[config.mk]
export PLATFORM = sky130hd
export DESIGN_NAME = traffic_conflict_monitor
export DESIGN_NICKNAME = d
export VERILOG_FILES = /design/src/rtl/traffic_pkg.sv /design/src/rtl/traffic_conflict_monitor_lamp_filter.sv /design/src/rtl/traffic_conflict_monitor.sv
export SDC_FILE = /design/constraint.sdc
export NUM_CORES = 1
export LEC_CHECK = 0
export BUFFER_PORTS_ARGS = -buffer_cell sky130_fd_sc_hd__buf_2
export CELL_PAD_IN_SITES_DETAIL_PLACEMENT = 2
export CELL_PAD_IN_SITES_GLOBAL_PLACEMENT = 2
export CORE_ASPECT_RATIO = 1.25
export CORE_UTILIZATION = 41
export DETAILED_ROUTE_END_ITERATION = 7
export PLACE_DENSITY = 0.81
export SETUP_SLACK_MARGIN = 0.05
export SYNTH_ARGS = -nofsm -noshare
export SYNTH_HDL_FRONTEND = slang
export SYNTH_HIERARCHICAL = 1
export SYNTH_SLANG_ARGS = --single-unit
[constraint.sdc]
create_clock -name clk -period 3.5 [get_ports clk]
set_input_delay 0.175 -clock clk [delete_from_list [all_inputs] [get_ports clk]]
set_output_delay 0.175 -clock clk [all_outputs]
set_load 0.005 [all_outputs]
[src/rtl/traffic_pkg.sv]
// Shared encodings for the traffic conflict monitor: lamp states, fault causes and FSM states.
package traffic_pkg;

    typedef enum logic [1:0] {
        LAMP_RED = 2'd0,
        LAMP_YEL = 2'd1,
        LAMP_GRN = 2'd2,
        LAMP_BAD = 2'd3
    } lamp_e;

    localparam logic [2:0] FC_NONE      = 3'd0;
    localparam logic [2:0] FC_CONFLICT  = 3'd1;
    localparam logic [2:0] FC_INVALID   = 3'd2;
    localparam logic [2:0] FC_SEQUENCE  = 3'd3;
    localparam logic [2:0] FC_SHORT_YEL = 3'd4;

    localparam logic [1:0] ST_IDLE  = 2'd0;
    localparam logic [1:0] ST_SEED  = 2'd1;
    localparam logic [1:0] ST_RUN   = 2'd2;
    localparam logic [1:0] ST_FAULT = 2'd3;

    // Exactly one lit lamp is a valid aspect; dark or multiple lamps is BAD.
    function automatic lamp_e decode_lamps(input logic r, input logic y, input logic g);
        lamp_e l;
        case ({r, y, g})
            3'b100:  l = LAMP_RED;
            3'b010:  l = LAMP_YEL;
            3'b001:  l = LAMP_GRN;
            default: l = LAMP_BAD;
        endcase
        return l;
    endfunction

    function automatic logic legal_step(input lamp_e from_l, input lamp_e to_l);
        return ((from_l == LAMP_GRN) && (to_l == LAMP_YEL)) ||
               ((from_l == LAMP_YEL) && (to_l == LAMP_RED)) ||
               ((from_l == LAMP_RED) && (to_l == LAMP_GRN));
    endfunction

endpackage

[src/rtl/traffic_conflict_monitor_lamp_filter.sv]
// Decodes one approach's lamp drives and accepts a state only after it has
// been stable for GLITCH_CYCLES consecutive samples.
module lamp_filter
    import traffic_pkg::*;
#(
    parameter int unsigned GLITCH_CYCLES = 4
) (
    input  logic       clk,
    input  logic       reset,
    input  logic       lamp_r,
    input  logic       lamp_y,
    input  logic       lamp_g,
    output logic [1:0] state,
    output logic       valid
);

    localparam logic [3:0] RUN_MAX = 4'(GLITCH_CYCLES);

    lamp_e      raw;
    lamp_e      cand_q, cand_d;
    lamp_e      acc_q, acc_d;
    logic [3:0] run_q, run_d;
    logic       valid_q, valid_d;

    // NOTE: every always_comb output gets a default first so no path leaves it unassigned (no latch).
    always_comb begin
        raw     = decode_lamps(lamp_r, lamp_y, lamp_g);
        cand_d  = raw;
        acc_d   = acc_q;
        valid_d = valid_q;
        if (raw == cand_q) begin
            run_d = (run_q >= RUN_MAX) ? RUN_MAX : run_q + 4'd1;
        end else begin
            run_d = 4'd1;
        end
        if (run_d >= RUN_MAX) begin
            acc_d   = raw;
            valid_d = 1'b1;
        end
    end

    // NOTE: state registers use non-blocking assignments so all flops update from pre-edge values.
    always_ff @(posedge clk or negedge reset) begin
        if (!reset) begin
            cand_q  <= LAMP_RED;
            acc_q   <= LAMP_RED;
            run_q   <= 4'd0;
            valid_q <= 1'b0;
        end else begin
            cand_q  <= cand_d;
            acc_q   <= acc_d;
            run_q   <= run_d;
            valid_q <= valid_d;
        end
    end

    assign state = acc_q;
    assign valid = valid_q;

endmodule

[src/rtl/traffic_conflict_monitor.sv]
// Two-approach signal conflict monitor: filters lamp drives, checks conflicts,
// lamp validity, aspect sequence and yellow duration, and latches the first fault.
module traffic_conflict_monitor
    import traffic_pkg::*;
#(
    parameter logic [32:0] FINAL_VALUE   = 33'd500_000_000,
    parameter int unsigned GLITCH_CYCLES = 4,
    parameter int unsigned MIN_YELLOW    = 2
) (
    input  logic       clk,
    input  logic       reset,
    input  logic       enable,
    input  logic       R_a,
    input  logic       Y_a,
    input  logic       G_a,
    input  logic       R_b,
    input  logic       Y_b,
    input  logic       G_b,
    input  logic       fault_clr,
    output logic       fault,
    output logic [2:0] fault_code,
    output logic       flash_red,
    output logic       ok
);

    localparam logic [3:0] MIN_Y   = 4'(MIN_YELLOW);
    localparam logic [3:0] YEL_SAT = 4'd15;

    logic [1:0]  acc_a_raw, acc_b_raw;
    logic        valid_a, valid_b;
    lamp_e       acc_a, acc_b;

    logic [32:0] pre_q, pre_d;
    logic        tick;
    logic [3:0]  ycnt_a_q, ycnt_a_d, ycnt_b_q, ycnt_b_d;
    logic [1:0]  state_q, state_d;
    lamp_e       prev_a_q, prev_a_d, prev_b_q, prev_b_d;
    logic [2:0]  code_q, code_d;
    logic        flash_q, flash_d;

    logic [2:0]  detect;
    logic        clr_ok;

    lamp_filter #(.GLITCH_CYCLES(GLITCH_CYCLES)) u_filter_a (
        .clk    (clk),
        .reset  (reset),
        .lamp_r (R_a),
        .lamp_y (Y_a),
        .lamp_g (G_a),
        .state  (acc_a_raw),
        .valid  (valid_a)
    );

    lamp_filter #(.GLITCH_CYCLES(GLITCH_CYCLES)) u_filter_b (
        .clk    (clk),
        .reset  (reset),
        .lamp_r (R_b),
        .lamp_y (Y_b),
        .lamp_g (G_b),
        .state  (acc_b_raw),
        .valid  (valid_b)
    );

    assign acc_a = lamp_e'(acc_a_raw);
    assign acc_b = lamp_e'(acc_b_raw);

    assign tick  = (pre_q == FINAL_VALUE - 33'd1);
    assign pre_d = tick ? 33'd0 : pre_q + 33'd1;

    always_comb begin
        ycnt_a_d = 4'd0;
        ycnt_b_d = 4'd0;
        if (acc_a == LAMP_YEL) begin
            ycnt_a_d = (tick && ycnt_a_q != YEL_SAT) ? ycnt_a_q + 4'd1 : ycnt_a_q;
        end
        if (acc_b == LAMP_YEL) begin
            ycnt_b_d = (tick && ycnt_b_q != YEL_SAT) ? ycnt_b_q + 4'd1 : ycnt_b_q;
        end
    end

    // Lowest-numbered cause wins when several are seen in the same cycle.
    always_comb begin
        detect = FC_NONE;
        if (acc_a != LAMP_RED && acc_b != LAMP_RED) begin
            detect = FC_CONFLICT;
        end else if (acc_a == LAMP_BAD || acc_b == LAMP_BAD) begin
            detect = FC_INVALID;
        end else if ((acc_a != prev_a_q && !legal_step(prev_a_q, acc_a)) ||
                     (acc_b != prev_b_q && !legal_step(prev_b_q, acc_b))) begin
            detect = FC_SEQUENCE;
        end else if ((prev_a_q == LAMP_YEL && acc_a == LAMP_RED && ycnt_a_q < MIN_Y) ||
                     (prev_b_q == LAMP_YEL && acc_b == LAMP_RED && ycnt_b_q < MIN_Y)) begin
            detect = FC_SHORT_YEL;
        end
    end

    // Clearing looks at the unfiltered lamps so an operator sees immediate effect.
    assign clr_ok = (decode_lamps(R_a, Y_a, G_a) == LAMP_RED) &&
                    (decode_lamps(R_b, Y_b, G_b) == LAMP_RED);

    always_comb begin
        state_d  = state_q;
        prev_a_d = prev_a_q;
        prev_b_d = prev_b_q;
        code_d   = code_q;
        flash_d  = flash_q;
        case (state_q)
            ST_IDLE: begin
                if (enable) state_d = ST_SEED;
            end
            ST_SEED: begin
                if (!enable) begin
                    state_d = ST_IDLE;
                end else begin
                    if (valid_a) prev_a_d = acc_a;
                    if (valid_b) prev_b_d = acc_b;
                    if (valid_a && valid_b) state_d = ST_RUN;
                end
            end
            ST_RUN: begin
                if (!enable) begin
                    state_d = ST_IDLE;
                end else if (detect != FC_NONE) begin
                    state_d = ST_FAULT;
                    code_d  = detect;
                end else begin
                    prev_a_d = acc_a;
                    prev_b_d = acc_b;
                end
            end
            ST_FAULT: begin
                if (fault_clr && clr_ok) begin
                    state_d = ST_SEED;
                    code_d  = FC_NONE;
                    flash_d = 1'b0;
                end else if (tick) begin
                    flash_d = ~flash_q;
                end
            end
            default: state_d = ST_IDLE;
        endcase
    end

    always_ff @(posedge clk or negedge reset) begin
        if (!reset) begin
            pre_q    <= 33'd0;
            ycnt_a_q <= 4'd0;
            ycnt_b_q <= 4'd0;
            state_q  <= ST_IDLE;
            prev_a_q <= LAMP_RED;
            prev_b_q <= LAMP_RED;
            code_q   <= FC_NONE;
            flash_q  <= 1'b0;
        end else begin
            pre_q    <= pre_d;
            ycnt_a_q <= ycnt_a_d;
            ycnt_b_q <= ycnt_b_d;
            state_q  <= state_d;
            prev_a_q <= prev_a_d;
            prev_b_q <= prev_b_d;
            code_q   <= code_d;
            flash_q  <= flash_d;
        end
    end

    assign fault      = (state_q == ST_FAULT);
    assign ok         = (state_q == ST_RUN);
    assign fault_code = code_q;
    assign flash_red  = flash_q;

endmodule

==> impl_metrics.toml <==
[placed_design]
dpl_cell_area_mm2 = 0.00408
dp.cells = 511
dp_hpwl_um = 7440
place_congestion = 0.818
io_buffer_count = 15

[route]
finalWirelength_um = 10600
first_pass_iters = 4
drc = 0
vias = 3091
routed_via_density = 5.87
ant_nets = 0
drtIter0Drc = 73
wl_per_cell_um = 20.1

[yosys]
ys_seq_area_share_pct = 43.6
synth_area_leaders = "dfrtp_1 44%, xnor2_1 3.3%, xor2_1 3.1%"
syn_area_per_cell_um2 = 10.2
synth-edff-count = 0
synth_cell_types = 68
synth_commonest_cells = "69 x dfrtp_1, 28 x nand2_1, 25 x nor2_1"
ys.flop_type = "dfrtp_1"
synth_top_area_cell = "dfrtp_1"
ys_ff_latch = 69
ys_async_sr_fraction_pct = 100
synth_top_area_share_pct = 43.6
synth.most_common_cell = "dfrtp_1"
synthesis.area_mm2 = 0.00396
ys_warn_count = 6
synthCells = 387
syn_nets = 406

[sta]
fin_skew_ns = 0.0104
worst_pin_slew_ns = 0.615
drv_slew = 0
finalSetupViolCount = 0
period_minus_slack_ns = 2.63
min_period_over_period_pct = 75.2
relSlewSlack_pct = 58.5
hold_viol = 0
max_freq_ghz = 0.380
finalSetupTns_ns = 0
grt_setup_unrepaired = "no"

[worst_setup_path]
cp_top_family = "simple AND/OR/NAND/NOR gates"
crit_path_end_kind = "flop"
arrival_ns = 2.87
cp_data_required_time_ns = 3.74
cp_slowest_stage_delay_ns = 0.64
critPathLaunchType = "flop"
r2r_cells = 5
r2r_end = "ycnt_a_q[2]$_DFFE_PN0P_"
worst-setup-path-type = "flop to flop"
cp_slowest_cell = "and3_1"
path_max_fanout = 16
rrSetupSlack_ns = 0.87
r2r_start = "pre_q[15]$_DFF_PN0_"
critPathBufInv = 0
path_cells = "or4b_1 -> nor4_4 -> and3_1 -> a21oi_1 -> nor3_1"

[final_layout]
fillCellCount = 997
diodes = 0
postLayoutCoreUtil_pct = 46.9
syn2layout_area_growth_pct = 9.76
multi_input_area_mm2 = 0.00207
drive_above_1_share_pct = 14.6
fin_nets = 419
seqCellArea_mm2 = 0.00173
final_cells = 527
final_area_mm2 = 0.00435

[floorplanning]
fp.dieH_um = 112
start_util_pct = 42.7
boundaryPins = 16
die_area_mm2 = 0.0101
rows = 39
core_area_mm2 = 0.00927
die_x_um = 89.9

[power]
comb_power_share_pct = 23.0
p_per_area_mw_per_mm2 = 538
pwr-share-clk_pct = 35.2
p_int_mw = 1.59
seqPwrFrac_pct = 41.9
sw_frac_of_total_pct = 32.3
power.leakage_nw = 1.81
p_sw_uw = 755
ir_drop_mv = 0.270

[clocking]
clk_pin_slew_ns = 0.06
cts_tree = "built"
cts_root_buf = "clkbuf_16"
worstSkewPairLatency_ns = 0.34
cts-buffers-inserted = 9
htree_num_levels = 3
clock_sinks = 69
post-cts-setup-buffer-count = 0
cts_buffer_depth = 2

[hold_path]
worstHoldStart = "Y_a"
worstHoldPathCells = 2
min_to = "u_filter_a/cand_q[0]$_DFF_PN0_"
hold_class = "primary input to flop"

[global_route]
grt_pass1_vias = 3427
grt.total_usage_pct = 22.8
antenna_found_initial = 0
grt_pass1_wl_um = 17800
grt_max_degree = 30
grt_overflow = 0

[run]
timing.max_cap.violations = 0

[status]
status = "completed"
[metrics by stage]
stage	setup WS, ns	total power [mW]	hold slack (ns)
finish	0.869	2.34	0.204
global placement	1.06	1.49	0.150
floorplan	1.47	1.38	-0.121
CTS	0.799	2.37	0.202
detailed placement	0.916	1.53	0.152
global route	0.689	2.46	0.240
[flip-flops by register name (all words and copies together) (netlist names)]
register,flops
u_filter_a/cand_q,2
ycnt_a_q,4
u_filter_b/run_q,4
state_q,2
u_filter_b/valid,1
pre_q,33
u_filter_b/cand_q,2
ycnt_b_q,4
u_filter_a/run_q,4
u_filter_a/state,2
prev_b_q,2
prev_a_q,2
fault_code,3
u_filter_b/state,2
u_filter_a/valid,1
flash_red,1
[cells in the final DEF (no fill, tap or decap), types with 4 or more instances in the layout]
cell type,count
and4bb_1,4
clkbuf_16,9
o211ai_1,5
nor3_2,4
inv_1,9
nand2_1,28
and3_1,9
ha_1,9
nor4_1,5
xnor2_1,15
or4_1,5
nor2_1,25
mux2_4,4
o21ai_0,12
nand4_1,12
a21oi_1,11
mux2i_1,4
nand2b_1,9
buf_2,15
nand4b_1,6
xor2_1,14
nand3_1,24
dfrtp_1,69
nor2b_1,6
o22ai_1,5
or3_1,5
nor3_1,13
[power by group through the flow]
stage                     Combinational [mW]  Sequential (mW)  Clock [mW]
final                                  0.537            0.980       0.823
after global routing                   0.603            0.996       0.865
after CTS                              0.548            0.979       0.841
after detailed placement               0.535            0.990           0
after global placement                 0.511            0.981           0
after floorplan                        0.445            0.936           0
[layer usage]
| metal | vias up | track usage (%) | part of all wire (%) |
|---|---|---|---|
| li1 | 1431 | - | - |
| met1 | 1591 | 25.5 | 40 |
| met2 | 42 | 41.8 | 54 |
| met3 | 27 | 3.07 | 2.1 |
| met4 | 0 | 12.5 | 3.4 |
| met5 | - | 0 | 0 |
[how the worst max path moves through the flow]
stage                        start  cells after the start  slack (ns)                       to
4_1_cts        pre_q[25]$_DFF_PN0_                      5        0.80  ycnt_a_q[2]$_DFFE_PN0P_
3_3_place_gp   pre_q[25]$_DFF_PN0_                      5        1.06  ycnt_a_q[2]$_DFFE_PN0P_
5_1_grt        pre_q[15]$_DFF_PN0_                      5        0.69  ycnt_a_q[2]$_DFFE_PN0P_
6_report       pre_q[15]$_DFF_PN0_                      5        0.87  ycnt_a_q[2]$_DFFE_PN0P_
2_1_floorplan  pre_q[25]$_DFF_PN0_                      6        1.47      pre_q[19]$_DFF_PN0_
3_5_place_dp   pre_q[25]$_DFF_PN0_                      5        0.92  ycnt_a_q[2]$_DFFE_PN0P_
[area by class of cell]
type / instances / share of cell area [%]
Clock buffer: 13 / 5.75
Clock inverter: 2 / 0.230
Inverter: 9 / 0.777
Multi-Input combinational cell: 292 / 47.5
Sequential cell: 69 / 39.7
Tap cell: 123 / 3.54
Timing Repair Buffer: 19 / 2.47
[logic make-up after synthesis]
| logic type | after synthesis | synth area share (%) |
|---|---|---|
| muxes | 10 | 3.09 |
| AOI/OAI and AO/OA | 54 | 9.95 |
| and+or+nand+nor | 185 | 28.9 |
| adders and majority gates | 12 | 3.66 |
| xor gates and xnor gates | 29 | 6.41 |
| other | 2 | 0.190 |
| buffers and inverters | 26 | 4.26 |
| DFF | 69 | 43.6 |
[repair_timing]
| item | CTS | global route |
|---|---|---|
| setup endpoints to repair | 0 | 0 |
| hold buffers | 1 | 0 |
| resized for setup | 0 | 0 |
| endpoints found under the hold margin | 18 | 0 |
No activity file was read; power rests on OpenSTA's default activity.
